--- config.mk ---
export PLATFORM = sky130hd
export DESIGN_NAME = id_ex_alu_issue
export DESIGN_NICKNAME = d
export VERILOG_FILES = /design/src/rtl/id_ex_alu_issue.sv
export SDC_FILE = /design/constraint.sdc
export NUM_CORES = 1
export LEC_CHECK = 0
export CORE_UTILIZATION = 30
export DETAILED_ROUTE_END_ITERATION = 16
export PLACE_DENSITY = 0.84
export RECOVER_POWER = 50
export SLEW_MARGIN = 20
export SYNTH_ARGS = -nofsm -noshare
export SYNTH_HDL_FRONTEND = slang
export SYNTH_SLANG_ARGS = --single-unit
export TNS_END_PERCENT = 20
--- constraint.sdc ---
create_clock -name Clk -period 2.6 [get_ports Clk]
set_input_delay 0.39 -clock Clk [delete_from_list [all_inputs] [get_ports Clk]]
set_output_delay 0.39 -clock Clk [all_outputs]
set_load 0.005 [all_outputs]
--- src/rtl/id_ex_alu_issue.sv ---
// ---------------------------------------------------------------------------
// id_ex_alu_issue
//
// ID/EX pipeline register for a MIPS32 core. It captures the decoded ID-stage
// fields, turns ALUOp/funct into the 4-bit ALU control code, and presents the
// EX-stage operands (Read_Data_1_EX, ALU_Data_2_EX, Read_Data_2_EX) to the ALU.
// It also detects RAW hazards against the instruction in EX (and, without
// forwarding, the one in MEM) and inserts bubbles.
//
// Build option:
//   FORWARDING_EN  defined   : MEM/WB forwarding muxes on the EX operands;
//                              only load-use hazards stall.
//                  undefined : operands come straight from the EX registers;
//                              any RAW hazard against EX or MEM stalls (WB is
//                              covered by the write-first register file).
//
// Ports:
//   Clk, Reset          clock (rising edge), async active-high reset
//   Stall_EX            hold the EX register (has priority over bubbles)
//   Flush_ID            turn the instruction entering EX into a bubble
//   Valid_ID            ID holds a real instruction
//   *_ID                register data, immediate, funct, rs/rt/rd, controls
//   *_MEM, *_WB         downstream destinations/enables/forwarding data
//   Read_Data_1_EX      ALU operand A
//   ALU_Data_2_EX       ALU operand B (immediate or rt value)
//   Read_Data_2_EX      rt value (store data)
//   ALU_Control_EX      add 0010, sub 0110, and 0000, or 0001, slt 0111,
//                       invalid 1111
//   Write_Register_EX   resolved destination register
//   RegWrite_EX, MemRead_EX, Valid_EX   registered control
//   Load_Use_Stall      combinational; holds PC and IF/ID
//
// Handshake: there is no valid/ready pair here. Valid_ID qualifies the ID
// fields; Stall_EX freezes the whole EX register; Load_Use_Stall asks the
// front end to hold while a bubble is written into EX.
// ---------------------------------------------------------------------------
module id_ex_alu_issue #(
    parameter int WIDTH   = 32,
    parameter int REGADDR = 5
) (
    input  logic               Clk,
    input  logic               Reset,
    input  logic               Stall_EX,
    input  logic               Flush_ID,
    input  logic               Valid_ID,
    input  logic [WIDTH-1:0]   Read_Data_1_ID,
    input  logic [WIDTH-1:0]   Read_Data_2_ID,
    input  logic [15:0]        Imm_ID,
    input  logic [5:0]         Funct_ID,
    input  logic [REGADDR-1:0] Rs_ID,
    input  logic [REGADDR-1:0] Rt_ID,
    input  logic [REGADDR-1:0] Rd_ID,
    input  logic [1:0]         ALUOp_ID,
    input  logic               ALUSrc_ID,
    input  logic               RegDst_ID,
    input  logic               RegWrite_ID,
    input  logic               MemRead_ID,
    input  logic [REGADDR-1:0] Write_Register_MEM,
    input  logic [REGADDR-1:0] Write_Register_WB,
    input  logic               RegWrite_MEM,
    input  logic               RegWrite_WB,
    input  logic [WIDTH-1:0]   ALU_Result_MEM,
    input  logic [WIDTH-1:0]   Write_Data_WB,
    output logic [WIDTH-1:0]   Read_Data_1_EX,
    output logic [WIDTH-1:0]   ALU_Data_2_EX,
    output logic [WIDTH-1:0]   Read_Data_2_EX,
    output logic [3:0]         ALU_Control_EX,
    output logic [REGADDR-1:0] Write_Register_EX,
    output logic               RegWrite_EX,
    output logic               MemRead_EX,
    output logic               Valid_EX,
    output logic               Load_Use_Stall
);

    localparam logic [3:0] ALU_ADD = 4'b0010;
    localparam logic [3:0] ALU_SUB = 4'b0110;
    localparam logic [3:0] ALU_AND = 4'b0000;
    localparam logic [3:0] ALU_OR  = 4'b0001;
    localparam logic [3:0] ALU_SLT = 4'b0111;
    localparam logic [3:0] ALU_BAD = 4'b1111;

    // Registered EX fields that are not ports
    logic [WIDTH-1:0]   rd1_ex;
    logic [WIDTH-1:0]   rd2_ex;
    logic [WIDTH-1:0]   imm_ex;
    logic [REGADDR-1:0] rs_ex;
    logic [REGADDR-1:0] rt_ex;
    logic               alusrc_ex;

    logic [WIDTH-1:0]   imm_ext_id;
    logic [3:0]         alu_control_id;
    logic               hazard;
    logic [WIDTH-1:0]   fwd_rt;

    function automatic logic [3:0] alu_decode(input logic [1:0] op, input logic [5:0] funct);
        logic [3:0] code;
        case (op)
            2'b00:   code = ALU_ADD;
            2'b01:   code = ALU_SUB;
            2'b11:   code = ALU_OR;
            default: begin
                case (funct)
                    6'b100000: code = ALU_ADD;
                    6'b100010: code = ALU_SUB;
                    6'b100100: code = ALU_AND;
                    6'b100101: code = ALU_OR;
                    6'b101010: code = ALU_SLT;
                    default:   code = ALU_BAD;
                endcase
            end
        endcase
        return code;
    endfunction

    // ori zero-extends its immediate; everything else sign-extends
    assign imm_ext_id = (ALUOp_ID == 2'b11) ? {{(WIDTH-16){1'b0}}, Imm_ID}
                                            : {{(WIDTH-16){Imm_ID[15]}}, Imm_ID};
    assign alu_control_id = alu_decode(ALUOp_ID, Funct_ID);

`ifdef FORWARDING_EN
    // Only a load in EX cannot be covered by forwarding
    assign hazard = Valid_EX && MemRead_EX && Valid_ID && (Write_Register_EX != '0) &&
                    ((Write_Register_EX == Rs_ID) || (Write_Register_EX == Rt_ID));
`else
    function automatic logic raw_hit(input logic [REGADDR-1:0] src);
        return (src != '0) &&
               ((RegWrite_EX && Valid_EX && (src == Write_Register_EX)) ||
                (RegWrite_MEM && (src == Write_Register_MEM)));
    endfunction

    assign hazard = Valid_ID && (raw_hit(Rs_ID) || raw_hit(Rt_ID));
`endif

    // A flushed instruction never needs to wait; reset drops the request at once
    assign Load_Use_Stall = hazard && !Flush_ID && !Reset;

    always_ff @(posedge Clk or posedge Reset) begin
        if (Reset) begin
            rd1_ex            <= '0;
            rd2_ex            <= '0;
            imm_ex            <= '0;
            rs_ex             <= '0;
            rt_ex             <= '0;
            alusrc_ex         <= 1'b0;
            ALU_Control_EX    <= ALU_ADD;
            Write_Register_EX <= '0;
            RegWrite_EX       <= 1'b0;
            MemRead_EX        <= 1'b0;
            Valid_EX          <= 1'b0;
        end else if (Stall_EX) begin
            // hold everything; a pending bubble waits for the first free edge
        end else if (Flush_ID || Load_Use_Stall) begin
            rd1_ex            <= '0;
            rd2_ex            <= '0;
            imm_ex            <= '0;
            rs_ex             <= '0;
            rt_ex             <= '0;
            alusrc_ex         <= 1'b0;
            ALU_Control_EX    <= ALU_ADD;
            Write_Register_EX <= '0;
            RegWrite_EX       <= 1'b0;
            MemRead_EX        <= 1'b0;
            Valid_EX          <= 1'b0;
        end else begin
            rd1_ex            <= Read_Data_1_ID;
            rd2_ex            <= Read_Data_2_ID;
            imm_ex            <= imm_ext_id;
            rs_ex             <= Rs_ID;
            rt_ex             <= Rt_ID;
            alusrc_ex         <= ALUSrc_ID;
            ALU_Control_EX    <= alu_control_id;
            Write_Register_EX <= RegDst_ID ? Rd_ID : Rt_ID;
            // side effects only for a real instruction
            RegWrite_EX       <= RegWrite_ID && Valid_ID;
            MemRead_EX        <= MemRead_ID && Valid_ID;
            Valid_EX          <= Valid_ID;
        end
    end

`ifdef FORWARDING_EN
    // MEM is the younger producer, so it beats WB; $0 is never forwarded
    always_comb begin
        Read_Data_1_EX = rd1_ex;
        if (RegWrite_MEM && (Write_Register_MEM != '0) && (Write_Register_MEM == rs_ex))
            Read_Data_1_EX = ALU_Result_MEM;
        else if (RegWrite_WB && (Write_Register_WB != '0) && (Write_Register_WB == rs_ex))
            Read_Data_1_EX = Write_Data_WB;
    end

    always_comb begin
        fwd_rt = rd2_ex;
        if (RegWrite_MEM && (Write_Register_MEM != '0) && (Write_Register_MEM == rt_ex))
            fwd_rt = ALU_Result_MEM;
        else if (RegWrite_WB && (Write_Register_WB != '0) && (Write_Register_WB == rt_ex))
            fwd_rt = Write_Data_WB;
    end
`else
    assign Read_Data_1_EX = rd1_ex;
    assign fwd_rt         = rd2_ex;

    // Forwarding sources and source tags have no consumer in this build
    logic unused_fwd;
    assign unused_fwd = ^{ALU_Result_MEM, Write_Data_WB, Write_Register_WB,
                          RegWrite_WB, rs_ex, rt_ex};
`endif

    assign Read_Data_2_EX = fwd_rt;
    assign ALU_Data_2_EX  = alusrc_ex ? imm_ex : fwd_rt;

endmodule

Yosys cells after proc, flatten, opt, wreduce, memory -nomap -nowiden
Index checks and enable logic that the tools add are counted.
{ "op_classes": {"eq_ne": 11, "mux": 14, "reduce_logical": 21} }
{ "op_table": {"columns": ["operator", "n"], "rows": [
  ["two-way mux 32 bit", 5],
  ["equality test 6 bit, second input constant", 5],
  ["equality test 5 bit", 4],
  ["one-hot mux 4 bit (5 select lines)", 1],
  ["logical AND 1 bit", 12],
  ["one-hot mux 4 bit (3 select lines)", 1],
  ["two-way mux 5 bit", 2],
  ["nonzero test 5 bit", 2],
  ["logical OR 1 bit", 4],
  ["two-way mux 1 bit", 4],
  ["two-way mux 4 bit", 1],
  ["equality test 2 x 1 -> 1 bit, second input constant", 1],
  ["equality test 2 bit, second input constant", 1],
  ["zero test 1 bit", 2],
  ["zero test 2 bit", 1]
]} }
{ "totals": {"regBits": 109, "in_bits": 188, "output_inout_bits": 109, "wordCells": 55} }

Logic depth before layout (Yosys ltp)
Gate-level depths: netlist (run 1).
{ "depth": {"ltp_word": 10, "mapped_depth": 7, "depth_no_buf": 5} }

Least setup slack after synthesis (run 1)
Ideal clock, no wire load.
{ "synth_timing": {"path_kind": "input port to flip-flop", "start": "input Rs_ID[3]", "end": "register rd1_ex[0], in the netlist Read_Data_1_EX[0]", "setup_ps": 122, "t_arrival_ps": 1805, "required_ps": 2478, "setup_slack_ps": 673, "stages": 7, "n_path_buf": 2, "cell_sequence": "xor2_1 nor4_1 a32oi_1 o32a_1 buf_4 buf_6 a32o_1"} }
{ "synth_between": {"elab_chain_cells": 10, "word_cells_on_any_way": 13, "cone_classes": "2 x eq/ne; 1 x mux; 10 x reduce/logical"} }
{ "synth_rtl": {"columns": ["element", "line_no", "text"], "rows": [
  ["start, declared", "50", "input logic [REGADDR-1:0] Rs_ID,"],
  ["equality test 5 bit (on tied branches)", "127, 128", null],
  ["logical AND 1 bit (on tied branches)", "127, 128", null],
  ["logical OR 1 bit", "127", "((RegWrite_EX && Valid_EX && (src == Write_Register_EX)) ||"],
  ["logical AND 1 bit (*)", "126", "return (src != '0) &&"],
  ["logical OR 1 bit (*)", "131", "assign hazard = Valid_ID && (raw_hit(Rs_ID) || raw_hit(Rt_ID));"],
  ["logical AND 1 bit (*)", "131", null],
  ["logical AND 1 bit (*) (2 in series)", "135", "assign Load_Use_Stall = hazard && !Flush_ID && !Reset;"],
  ["logical OR 1 bit (*)", "152", "end else if (Flush_ID || Load_Use_Stall) begin"],
  ["two-way mux 32 bit (*)", "152", null],
  ["end signal, assigned", "165", "rd1_ex <= Read_Data_1_ID;"],
  ["end, declared", "83", "logic [WIDTH-1:0] rd1_ex;"]
]} }
Every way passes the cells marked *; elsewhere a longest branch is shown, timed or not.
A chain may end at the register's enable or synchronous reset.

Final worst setup path (run 1)
{ "layout_timing": {"start": "input Write_Register_MEM[1]", "end": "output Load_Use_Stall"} }
{ "layout_between": {"elab_chain_cells": 8, "word_cells_on_any_way": 12, "cone_classes": "2 x eq/ne; 10 x reduce/logical"} }
{ "layout_rtl": {"columns": ["element", "line_no", "text"], "rows": [
  ["start, declared", "58", "input logic [REGADDR-1:0] Write_Register_MEM,"],
  ["equality test 5 bit", "128", "(RegWrite_MEM && (src == Write_Register_MEM)));"],
  ["logical AND 1 bit", "128", null],
  ["logical OR 1 bit", "127", null],
  ["logical AND 1 bit", "126", null],
  ["logical OR 1 bit (*)", "131", null],
  ["logical AND 1 bit (*)", "131", null],
  ["logical AND 1 bit (*) (2 in series)", "135", null],
  ["end, declared", "72", "output logic Load_Use_Stall"]
]} }
Marks and branches as above.

==> impl_metrics.py, run 1 <==
metrics = {
    "run_status": {
        "outcome": "finished with violations",
        "violations": "setup timing",
    },
    "floorplanning": {
        "die_h_um": 122,
        "initial_core_util_pct": 30.8,
        "io_pins": 297,
        "fp.coreArea_um2": 13900,
        "fp-row-count": 43,
        "fp.dieW_um": 122,
        "dieArea_um2": 14800,
    },
    "grt": {
        "grt_usage_pct": 17.8,
        "grt_pass1_vias": 4075,
        "grt_max_degree": 95,
        "antenna_found_initial": 0,
        "grt_overflow": 0,
        "grt_pass1_wl_mm": 20.5,
    },
    "placed_design": {
        "hpwl_mm": 9.37,
        "io_buffers": 226,
        "placed_area_um2": 6740,
        "pre_cts_ws_ns": -0.328,
        "placed_cells": 727,
        "place_congestion": 0.957,
    },
    "sta": {
        "final-setup-viol-count": 1,
        "slew_headroom_pct": 19.3,
        "setup_ws_ns": -0.00742,
        "fin_crit_sh_pct": 100,
        "drv_slew": 0,
        "max_freq_ghz": 0.384,
        "fin_worst_skew_ns": 0.00788,
        "hold_viol": 0,
        "tightest_slew_ns": 1.21,
        "period_needed_ns": 2.61,
        "finalSetupTns_ns": -0.00742,
    },
    "cts": {
        "clock-sinks": 94,
        "ctsLongestPathBuffers": 2,
        "path_clk_slew_ns": 0.06,
        "htree_num_levels": 3,
        "cts_buffers": 9,
        "cts_hold_buf": 0,
        "clock_latency_ns": 0.34,
        "root_buffer": "clkbuf_16",
        "cts_tree": "built",
    },
    "synth": {
        "synth-seq-cells": 94,
        "synthTopCellsByArea": "dfrtp_1, a32o_1, mux2_2, xor2_1, buf_6",
        "synth_top_area_share_pct": 54.2,
        "synth_area_per_cell_um2": 12.5,
        "syn_nets": 530,
        "yosys.area.top_type": "dfrtp_1",
        "yosys_warnings": 0,
        "netlist_area_um2": 4290,
        "synth-seq-area-share_pct": 54.9,
        "synth_cell_types": 29,
        "syn_inst": 342,
    },
    "route": {
        "postRouteAntennaNets": 0,
        "drtIter0Drc": 249,
        "avgViaCountPerCell": 5.32,
        "wire_per_inst_um": 18.0,
        "wl_mm": 13.4,
        "vias": 3982,
        "drc": 0,
        "drt_pre_antenna_iters": 6,
    },
    "setup_path": {
        "crit_type": "in -> out",
        "required_ns": 2.21,
        "startpoint_type": "input pin",
        "cp_slowest_cell": "clkdlybuf4s50_1",
        "critPathCaptureType": "primary output",
        "arrival_ns": 2.22,
        "slowest_delay_ns": 0.45,
        "path_cells": "clkdlybuf4s50_1 > xor2_1 > nor4_1 > a32oi_1 > o22ai_2 > nor2b_1 > dlygate4sd2_1",
        "critPathMaxFanout": 3,
    },
    "job": {
        "maxCapViolCount": 0,
    },
    "layout": {
        "final_nets": 751,
        "seqCellArea_um2": 2350,
        "design_area_um2": 7110,
        "diodes": 0,
        "multi_input_area_um2": 1710,
        "stdcell_count": 748,
        "syn2layout_area_growth_pct": 65.6,
        "drive_above_1_share_pct": 11.3,
        "fill_cells": 1203,
    },
    "power_and_ir_drop": {
        "power_density_nw_per_um2": 543,
        "ir_drop_mv": 0.324,
        "p_leak_uw": 0.00303,
    },
    "worst_hold_path": {
        "hold_path_class": "reg -> reg",
    },
}
## metal layers
metal / GRT usage (%) / up-vias / share of wire (%)
li1: - / 1778 / -
met1: 21.4 / 1986 / 39
met2: 29.7 / 190 / 50
met3: 5.01 / 28 / 8.1
met5: 0 / - / 0
met4: 7.72 / 0 / 2.5
## area by class of cell
| class | instances | area share [%] |
|---|---|---|
| Clock buffer | 14 | 3.43 |
| Clock inverter | 2 | 0.845 |
| Inverter | 17 | 0.951 |
| Multi-Input combinational cell | 196 | 24.1 |
| Sequential cell | 94 | 33.1 |
| Tap cell | 180 | 3.17 |
| Timing Repair Buffer | 245 | 34.4 |
## cells by family (layout without fill, tap and decap cells)
logic type             Yosys count  after routing  share of synthesized area (%)
multiplexers                    22             22                           5.77
flip-flops                      94             94                           54.9
AND/OR/NAND/NOR                 32             32                           3.73
AO/OA/AOI/OAI                  122            122                           25.3
XOR/XNOR                        20             20                           4.08
buffers and inverters           52            278                           6.21
## cells in the mapped netlist, drive strengths merged
master	n
xnor2	2
clkbuf	25
nor3b	1
dfrtp	93
inv	17
nor2	8
mux2	22
a31oi	1
xor2	18
nor2b	3
a21oi	4
or4	2
a32oi	4
a32o	87
o22ai	1
a22o	3
nor3	1
o32a	1
or2	1
nor4	4
buf	10
dfstp	1
a22oi	1
nand2	9
a41o	1
nand2b	2
o21ai	19
and2	1
## state kept, by name, indices dropped and copies added (netlist names)
| signal | count |
|---|---|
| Read_Data_2_EX | 32 |
| RegWrite_EX | 1 |
| Write_Register_EX | 5 |
| imm_ex | 17 |
| ALU_Control_EX | 4 |
| Valid_EX | 1 |
| alusrc_ex | 1 |
| Read_Data_1_EX | 32 |
| MemRead_EX | 1 |
## where the power goes
part           internal (uW)  switching [uW]  leakage [uW]
logic                    526             296       0.00166
clock network            846             531      0.000145
registers               1580            84.5       0.00122
total                   2950             911       0.00303
## final timing paths
kind / start / slack [ns] / endpoint / depth (start not counted)
max: Write_Register_MEM[1] / -0.007 / Load_Use_Stall / 7
min: MemRead_EX / 0.48 / MemRead_EX / 2
max reg2reg: Write_Register_EX[3] / 0.20 / Read_Data_2_EX[16] / 8
min reg2reg: MemRead_EX / 0.48 / MemRead_EX / 2
max in group asynchronous: Reset / 0.74 / Read_Data_2_EX[17] / 4
min in group asynchronous: Reset / 1.08 / Write_Register_EX[4] / 4
## metrics by stage
step                      total power [uW]  util [%]  hold slack (ns)
after global placement                2510      48.4            0.466
after CTS                             3930      50.7            0.493
final                                 3860      51.0            0.484
after global routing                  4040      51.0            0.497
after floorplan                       1960         -            0.458
after detailed placement              2540      48.4            0.479
## layout by cell type, fill, tap and decap left out, drive strengths merged, types with 3 or more instances in the layout
cell             n
a21oi            4
nor2b            3
a22o             3
clkbuf          17
dlygate4sd3     55
inv             16
a32o            87
nor2             8
o21ai           19
dfrtp           93
dlymetal6s2s     4
a32oi            4
nand2            9
dlygate4sd2      6
clkdlybuf4s50  160
buf             17
mux2            22
xor2            18
nor4             4
## critical path: cells and delay by family
kind                   cells  cell delay (ns)
buffers and inverters      2             0.69
AO/OA/AOI/OAI              2             0.45
AND/OR/NAND/NOR            2             0.49
XOR/XNOR                   1             0.19
## timing repair
action,4_1_cts,5_1_grt
hold endpoints to repair,0,0
pin swaps,6,5
endpoints found under the setup margin,1,17
buffers inserted,2,3
resized for setup,8,9
Power figures use the tool's default switching activity.
==> run 2, diff against run 1 <==
--- a/config.mk
+++ b/config.mk
@@ -5,9 +5,9 @@
 export SDC_FILE = /design/constraint.sdc
 export NUM_CORES = 1
 export LEC_CHECK = 0
-export CORE_UTILIZATION = 30
+export CORE_UTILIZATION = 32
 export DETAILED_ROUTE_END_ITERATION = 16
-export PLACE_DENSITY = 0.84
+export PLACE_DENSITY = 0.88
 export RECOVER_POWER = 50
 export SLEW_MARGIN = 20
 export SYNTH_ARGS = -nofsm -noshare
==> impl_metrics.py, run 2 (synthesized netlist as in run 1, its figures left out) <==
metrics = {
    "route": {
        "wire_per_inst_um": 18.6,
        "drc": 0,
        "drt_pre_antenna_iters": 5,
        "postRouteAntennaNets": 0,
        "vias": 3992,
        "drtIter0Drc": 258,
        "avgViaCountPerCell": 5.34,
        "wl_mm": 13.9,
    },
    "floorplanning": {
        "io_pins": 297,
        "initial_core_util_pct": 33.5,
        "fp.coreArea_um2": 12800,
        "fp-row-count": 41,
        "dieArea_um2": 13900,
        "die_h_um": 118,
        "fp.dieW_um": 118,
    },
    "sta": {
        "tightest_slew_ns": 1.21,
        "drv_slew": 0,
        "rsz0062_at_grt": "yes",
        "max_freq_ghz": 0.392,
        "hold_viol": 0,
        "fin_crit_sh_pct": 98.1,
        "slew_headroom_pct": 19.2,
        "fin_worst_skew_ns": 0.00603,
        "period_needed_ns": 2.55,
        "whs_ns": 0.401,
        "final-setup-viol-count": 0,
    },
    "setup_path": {
        "arrival_ns": 2.16,
        "r2r-end": "Read_Data_1_EX[24]",
        "worstReg2RegStart": "Write_Register_EX[3]",
        "critPathCaptureType": "primary output",
        "startpoint_type": "register",
        "critPathMaxFanout": 4,
        "crit_type": "reg -> out",
        "r2r_slack_ns": 0.09,
        "rr_worst_depth": 10,
        "required_ns": 2.21,
    },
    "layout": {
        "layout_commonest_cell": "clkdlybuf4s50_1",
        "drive_above_1_share_pct": 12.7,
        "final_nets": 759,
        "final_util_pct": 56.0,
        "diodes": 0,
        "mostFrequentLayoutCells": "clkdlybuf4s50_1, dfrtp_1, a32o_1",
        "syn2layout_area_growth_pct": 67.4,
        "stdcell_count": 748,
    },
    "placed_design": {
        "io_buffers": 226,
        "placed_cells": 722,
        "place_congestion": 0.885,
        "hpwl_mm": 9.35,
    },
    "grt": {
        "grt_max_degree": 95,
        "grt_pass1_wl_mm": 21.7,
        "grt_overflow": 0,
        "grt_pass1_vias": 4175,
        "antenna_found_initial": 0,
        "grt_usage_pct": 19.5,
    },
    "power_and_ir_drop": {
        "p_leak_uw": 0.00304,
        "power_density_nw_per_um2": 543,
        "ir_drop_mv": 0.254,
    },
    "cts": {
        "path_clk_slew_ns": 0.06,
        "cts_buffers": 9,
        "htree_num_levels": 3,
        "cts_tree": "built",
        "ctsLongestPathBuffers": 2,
        "clock_latency_ns": 0.34,
        "cts_hold_buf": 0,
        "clock-sinks": 94,
        "root_buffer": "clkbuf_16",
    },
    "worst_hold_path": {
        "min_path_cells": 4,
        "hold_path_class": "in -> reg",
        "hold_path_end": "Valid_EX",
        "hp-start": "Stall_EX",
    },
    "job": {
        "maxCapViolCount": 0,
    },
    "run_status": {
        "outcome": "finished, final reports clean",
    },
}
run 2: cell types whose count changed in the layout (fill, tap and decap cells not counted), moves of 3 or more:
| cell | previous run | this run |
|---|---|---|
| dlygate4sd2_1 | 6 | 14 |
| dlygate4sd3_1 | 55 | 43 |
| clkdlybuf4s50_1 | 160 | 168 |
| buf_4 | 12 | 18 |
| dlymetal6s2s_1 | 4 | 0 |
| clkbuf_1 | 6 | 3 |
run 2: repair_timing:
| action | CTS | global route |
|---|---|---|
| endpoints found under the setup margin | 1 | 103 |
| hold endpoints to repair | 0 | 0 |
| gates cloned | 0 | 1 |
| gates resized for setup | 17 | 3 |
| buffers inserted | 7 | 2 |
| pin swaps | 6 | 14 |
run 2: cell type report:
cell class | instances | area, um2
fill | 1097 | 5640
timing repair buffer | 253 | 2510
sequential | 94 | 2350
multi-input combinational | 196 | 1710
clock buffer | 12 | 246
tap | 172 | 215
clock inverter | 4 | 70.1
inverter | 17 | 67.6
run 2: worst max-delay path: stages, from the launching register on:
cell and delay [ns]:
dfrtp_1 0.43, xor2_1 0.18, nor4_1 0.28, a32oi_1 0.12, buf_4 0.16, o22ai_1 0.20, nor2b_2 0.21, dlygate4sd2_1 0.24
run 2: power by group:
| part | leakage (uW) | switching [uW] | internal, uW |
|---|---|---|---|
| clock | 0.000157 | 535 | 867 |
| sequential | 0.00122 | 84.7 | 1580 |
| combinational | 0.00166 | 300 | 537 |
run 2: how the worst max path moves through the flow:
stage                                   end  cells past startpoint                 start
after floorplan           Read_Data_1_EX[0]                      7              Rs_ID[3]
after global placement       Load_Use_Stall                      7              Rt_ID[4]
after detailed placement     Load_Use_Stall                      7              Rt_ID[3]
after CTS                 ALU_Data_2_EX[29]                      3             alusrc_ex
after global routing         Load_Use_Stall                      7  Write_Register_EX[3]
final                        Load_Use_Stall                      7  Write_Register_EX[3]
run 2: metrics by stage:
stage	setup slack [ns]	power (uW)	area, um2	TNS (ns)
after floorplan	0.673	1960	4290	0
after global placement	-0.278	2520	6760	-2.13
after detailed placement	-0.282	2540	6760	-5.09
after CTS	0.0562	3960	7130	0
after global routing	-0.0829	4080	7180	-0.0994
final	0.0502	3900	7180	0
run 2: layer usage:
metal,vias up,global-route usage [%],routed length [um]
met1,1991,24.0,5750
met3,17,4.12,905
met5,-,0,0
met2,182,33.3,6990
li1,1802,-,-
met4,0,7.61,238
